<file path="src/rtl/countdown_ctrl_pkg.sv">
// Shared definitions for the BCD countdown controller.
//   state_e   : FSM state encoding as seen on the State output
//               (IDLE=0, RUN=1, PAUSE=2, DONE=3).
//   BCD_MAX   : largest legal value of a single decimal digit.
//   clamp_bcd : limits a 4-bit value to a legal BCD digit.
package countdown_ctrl_pkg;

  typedef enum logic [1:0] {
    StIdle  = 2'd0,
    StRun   = 2'd1,
    StPause = 2'd2,
    StDone  = 2'd3
  } state_e;

  localparam logic [3:0] BCD_MAX = 4'd9;

  // Nibbles A..F are not decimal digits; they are loaded as 9.
  function automatic logic [3:0] clamp_bcd(input logic [3:0] d);
    return (d > BCD_MAX) ? BCD_MAX : d;
  endfunction

endpackage

</file>
<file path="src/rtl/bcd_digit_dn.sv">
// Single down-counting decimal digit.
//   clk      : clock, rising edge
//   rst      : asynchronous active-high reset, digit -> 0
//   load     : capture load_val (clamped to 9) into the digit
//   load_val : value to load
//   dec      : decrement by one this cycle; 0 rolls to 9
//   digit    : current digit value, always 0..9
//   borrow   : dec while digit is 0, i.e. the next digit up must decrement
module bcd_digit_dn
  import countdown_ctrl_pkg::*;
(
  input  logic       clk,
  input  logic       rst,
  input  logic       load,
  input  logic [3:0] load_val,
  input  logic       dec,
  output logic [3:0] digit,
  output logic       borrow
);

  logic [3:0] digit_q;

  always_ff @(posedge clk or posedge rst) begin
    if (rst) begin
      digit_q <= 4'd0;
    end else if (load) begin
      digit_q <= clamp_bcd(load_val);
    end else if (dec) begin
      digit_q <= (digit_q == 4'd0) ? BCD_MAX : digit_q - 4'd1;
    end
  end

  assign digit  = digit_q;
  assign borrow = dec && (digit_q == 4'd0);

endmodule

</file>
<file path="src/rtl/countdown_ctrl.sv">
// Two-digit BCD countdown controller with start/pause/load control.
//   RELOAD : 1 = after terminal count, reload Preset and run again
//   CLK    : clock, rising edge
//   Reset  : asynchronous active-high reset
//   Load   : capture Preset (digits clamped to 9)
//   Preset : start value, [7:4] tens, [3:0] ones
//   Start  : begin or resume counting
//   Pause  : suspend counting
//   Tick   : count-enable qualifier, one decrement per qualified cycle
//   Q      : current count, BCD
//   State  : IDLE=0, RUN=1, PAUSE=2, DONE=3
//   Busy   : State is RUN or PAUSE
//   Done   : one-cycle pulse in the first cycle of DONE after a terminal count
// Input priority within a cycle is Load > Pause > Start > Tick, applied only
// to the inputs that the current state responds to.
module countdown_ctrl
  import countdown_ctrl_pkg::*;
#(
  parameter bit RELOAD = 1'b0
) (
  input  logic       CLK,
  input  logic       Reset,
  input  logic       Load,
  input  logic [7:0] Preset,
  input  logic       Start,
  input  logic       Pause,
  input  logic       Tick,
  output logic [7:0] Q,
  output logic [1:0] State,
  output logic       Busy,
  output logic       Done
);

  state_e     state_q;
  logic       done_q;

  logic       digit_load;
  logic       ones_dec;
  logic       ones_borrow;
  logic       unused_tens_borrow;
  logic [3:0] ones;
  logic [3:0] tens;

  logic       q_is_zero;
  logic       q_is_one;
  logic       preset_zero;

  assign q_is_zero   = (tens == 4'd0) && (ones == 4'd0);
  assign q_is_one    = (tens == 4'd0) && (ones == 4'd1);
  assign preset_zero = (clamp_bcd(Preset[7:4]) == 4'd0) && (clamp_bcd(Preset[3:0]) == 4'd0);

  // Digit control. Loads and decrements are mutually exclusive by state.
  always_comb begin
    digit_load = 1'b0;
    ones_dec   = 1'b0;
    unique case (state_q)
      StIdle:  digit_load = Load;
      StRun:   ones_dec   = Tick && !Pause;
      StPause: digit_load = Load;
      StDone: begin
        // done_q marks the first DONE cycle: the only cycle an auto-reload
        // may happen. A reload of 00 leaves us parked in DONE.
        digit_load = Load || (RELOAD && done_q);
      end
      default: ;
    endcase
  end

  bcd_digit_dn u_ones (
    .clk      (CLK),
    .rst      (Reset),
    .load     (digit_load),
    .load_val (Preset[3:0]),
    .dec      (ones_dec),
    .digit    (ones),
    .borrow   (ones_borrow)
  );

  // Tens borrow would mean a wrap below 00, which the FSM never allows.
  bcd_digit_dn u_tens (
    .clk      (CLK),
    .rst      (Reset),
    .load     (digit_load),
    .load_val (Preset[7:4]),
    .dec      (ones_borrow),
    .digit    (tens),
    .borrow   (unused_tens_borrow)
  );

  // Control FSM with registered Done pulse.
  always_ff @(posedge CLK or posedge Reset) begin
    if (Reset) begin
      state_q <= StIdle;
      done_q  <= 1'b0;
    end else begin
      done_q <= 1'b0;
      unique case (state_q)
        StIdle: begin
          if (Load || Pause) begin
            state_q <= StIdle;
          end else if (Start) begin
            if (q_is_zero) begin
              state_q <= StDone;
              done_q  <= 1'b1;
            end else begin
              state_q <= StRun;
            end
          end
        end
        StRun: begin
          if (Pause) begin
            state_q <= StPause;
          end else if (Tick && q_is_one) begin
            state_q <= StDone;
            done_q  <= 1'b1;
          end
        end
        StPause: begin
          if (Load) begin
            state_q <= StIdle;
          end else if (!Pause && Start) begin
            state_q <= StRun;
          end
        end
        StDone: begin
          if (Load) begin
            state_q <= StIdle;
          end else if (RELOAD && done_q && !preset_zero) begin
            state_q <= StRun;
          end
        end
        default: state_q <= StIdle;
      endcase
    end
  end

  assign Q     = {tens, ones};
  assign State = state_q;
  assign Busy  = (state_q == StRun) || (state_q == StPause);
  assign Done  = done_q;

endmodule

</file>
<file path="config.mk">
export PLATFORM = sky130hd
export DESIGN_NAME = countdown_ctrl
export DESIGN_NICKNAME = d
export VERILOG_FILES = /design/src/rtl/countdown_ctrl_pkg.sv /design/src/rtl/bcd_digit_dn.sv /design/src/rtl/countdown_ctrl.sv
export SDC_FILE = /design/constraint.sdc
export NUM_CORES = 1
export LEC_CHECK = 0
export CAP_MARGIN = 20
export CORE_UTILIZATION = 50
export CTS_CLUSTER_DIAMETER = 50
export DETAILED_ROUTE_END_ITERATION = 8
export DONT_BUFFER_PORTS = 1
export HOLD_SLACK_MARGIN = 0.06
export PLACE_DENSITY = 0.62
export SLEW_MARGIN = 5
export SYNTH_ARGS = -nofsm -noshare
export SYNTH_HDL_FRONTEND = slang
export SYNTH_SLANG_ARGS = --single-unit
</file>
<file path="constraint.sdc">
create_clock -name CLK -period 2.3 [get_ports CLK]
set_input_delay 0.345 -clock CLK [delete_from_list [all_inputs] [get_ports CLK]]
set_output_delay 0.345 -clock CLK [all_outputs]
set_load 0.05 [all_outputs]
</file>
==> results.json <==
{
  "synthTopCellsByCount": "11 x dfrtp_1, 9 x nand2_1, 8 x nor2_1, 7 x inv_1, 5 x a21oi_1",
  "crit_type": "flop to flop",
  "core.rowCount": 13,
  "antenna_found_initial": 0,
  "cp-end-kind": "flop",
  "crit_chain": "inv_1 -> ha_1 -> nor2b_1 -> o22ai_1 -> nor2b_1 -> o32a_2 -> mux2_1",
  "die_y_um": 40.16,
  "crit_path_max_incr_delay_ps": 430,
  "place.gp.congestion": 0.7162,
  "cts_root_buffer": "clkbuf_4",
  "setup-tns-final_ps": 0,
  "core_sq_um": 1334,
  "min_period_ps": 1843,
  "grt.overflow.total": 0,
  "maxSlewHeadroom_pct": 63.12,
  "wl_per_cell_um": 14.11,
  "clk_path_buf_depth": 2,
  "numCtsBuffers": 3,
  "fp.dieW_um": 40.16,
  "port_buffers": 0,
  "max-vdd-ir-drop_mv": 0.6938,
  "fin_cells": 110,
  "dp.cells": 105,
  "ant_nets": 0,
  "route.detailed.drc": 0,
  "grt_max_degree": 12,
  "drtIter0Drc": 15,
  "syn_area_per_cell_sq_um": 8.990,
  "yosys_warnings": 0,
  "cap_violations": 0,
  "crit_top_cell": "nor2b_1",
  "drtPass1Iterations": 4,
  "status": "complete, no violations",
  "fin_skew_ps": 0.8875,
  "power.leakage_nw": 0.3678,
  "io-pin-count": 26,
  "hpwl_um": 1201,
  "place_area_sq_um": 814.5,
  "synth-main-ff-cell": "dfrtp_1",
  "diodes": 0,
  "die_area_sq_um": 1613,
  "clk_latency_ps": 270,
  "fin_nets": 114,
  "crit_family": "flip-flops",
  "grt_pass1_vias": 559,
  "post_cts_buffers": 0,
  "path_buf_inv": 1,
  "final_area_sq_um": 850.8,
  "critical_path_required_ps": 2450,
  "worstSetupStartpointType": "flop",
  "synth-edff-count": 0,
  "start_util_pct": 54.60,
  "slew_viol_final": 0,
  "hold_viol_final": 0,
  "drive_gt1_share_pct": 17.89,
  "max_freq_ghz": 0.5427,
  "ys_types": 32,
  "clk_pin_slew_ps": 70,
  "tightest_slew_ps": 553.3,
  "synth_top_cell_area_share_pct": 37.80,
  "setup_violations": 0,
  "synth_seq_area_share_pct": 37.80,
  "synthArstFlopShare_pct": 100.0,
  "h-tree-depth": 1,
  "cts_tree": "yes",
  "crit_fanout": 5,
  "areaGrowthSynthToFinish_pct": 16.84,
  "grt_pass1_wl_um": 2297,
  "cp_slowest_cell": "dfrtp_1",
  "fin_crit_sh_pct": 80.12,
  "power_density_nw_per_um2": 1420,
  "holdCritPathClass": "primary input to flop",
  "vias": 646,
  "syn_nets": 99,
  "clock_sinks": 11,
  "cp.arrival_ps": 2000,
  "syn-cell-area_sq_um": 728.2,
  "grt_setup_unrepaired": "no",
  "synth.area.top_cells": "dfrtp_1 38%, ha_1 6.9%, nand2_1 4.6%",
  "synth_seq_cells": 11,
  "track_usage_pct": 23.19,
  "yosysMostFrequentCell": "dfrtp_1",
  "wirelength_um": 1552,
  "vias_per_cell": 5.873,
  "synth_largest_area_cell": "dfrtp_1",
  "syn_inst": 81
}
## metal layers
metal / vias up / wire [um] / share of wire (%) / global-route usage, %
li1: 319 / - / - / -
met1: 300 / 724 / 47 / 28.28
met2: 22 / 706 / 45 / 33.47
met3: 5 / 85 / 5.5 / 8.889
met4: 0 / 35 / 2.3 / 15.52
met5: - / 0 / 0 / 0
## layout make-up
class,count,area [sq um]
clock buffer,4,26.28
fill,120,483.0
inverter,7,26.28
multi-input combinational,63,426.7
sequential,11,275.3
tap,15,18.77
timing repair buffer,10,77.57
## logic make-up after synthesis
| group | Yosys count | synth area share (%) |
|---|---|---|
| buf+inv | 7 | 3.609 |
| fa+ha+maj | 4 | 6.873 |
| mux | 2 | 3.093 |
| compound gates | 21 | 18.90 |
| flops | 11 | 37.80 |
| xor+xnor | 3 | 3.609 |
| simple gates | 33 | 26.12 |
## placed cells by master, fill, tap and decap left out, types with 2 or more instances in the layout
cell and instances:
ha_1 4, a21oi_1 5, clkbuf_4 3, nand2_1 9, nor2b_1 3, inv_1 7
o21ai_0 4, buf_4 9, nor2_1 8, xnor2_1 3, nand3b_1 2, dfrtp_1 11
o22ai_1 2, mux2_1 2, a31oi_1 2
## worst paths after layout
path,start,to,slack (ps),depth (start not counted)
max,State[0],State[0],460,7
min,Preset[7],u_tens.digit[3],190,2
max reg2reg,State[0],State[0],460,7
min reg2reg,u_tens.digit[1],Done,580,3
max in group asynchronous,Reset,u_ones.digit[1],1520,2
min in group asynchronous,Reset,Done,500,2
## registers in the layout, indices dropped and copies added (netlist names)
register and cells:
State 2, Done 1, u_tens.digit 4, u_ones.digit 4
## where the power goes
group          internal (mW)  switching (mW)
Combinational          0.219           0.511
Clock                 0.0673          0.0662
Sequential             0.264          0.0795
Total                  0.551           0.657
## stage by stage
step,setup WS (ps),util [%],total power [mW],hold slack (ps)
finish,457.3,63.79,1.208,187.4
global route,346.2,63.79,1.295,186.5
CTS,463.6,63.79,1.216,184.2
detailed placement,475.4,61.07,1.077,251.4
global placement,509.4,61.07,1.069,252.0
floorplan,331.6,-,0.9011,197.4
## repair_timing
item,4_1_cts,5_1_grt
setup endpoints to repair,0,0
resized for setup,0,0
hold buffers,1,0
endpoints found under the hold margin,11,0
Power figures use the tool's default switching activity.
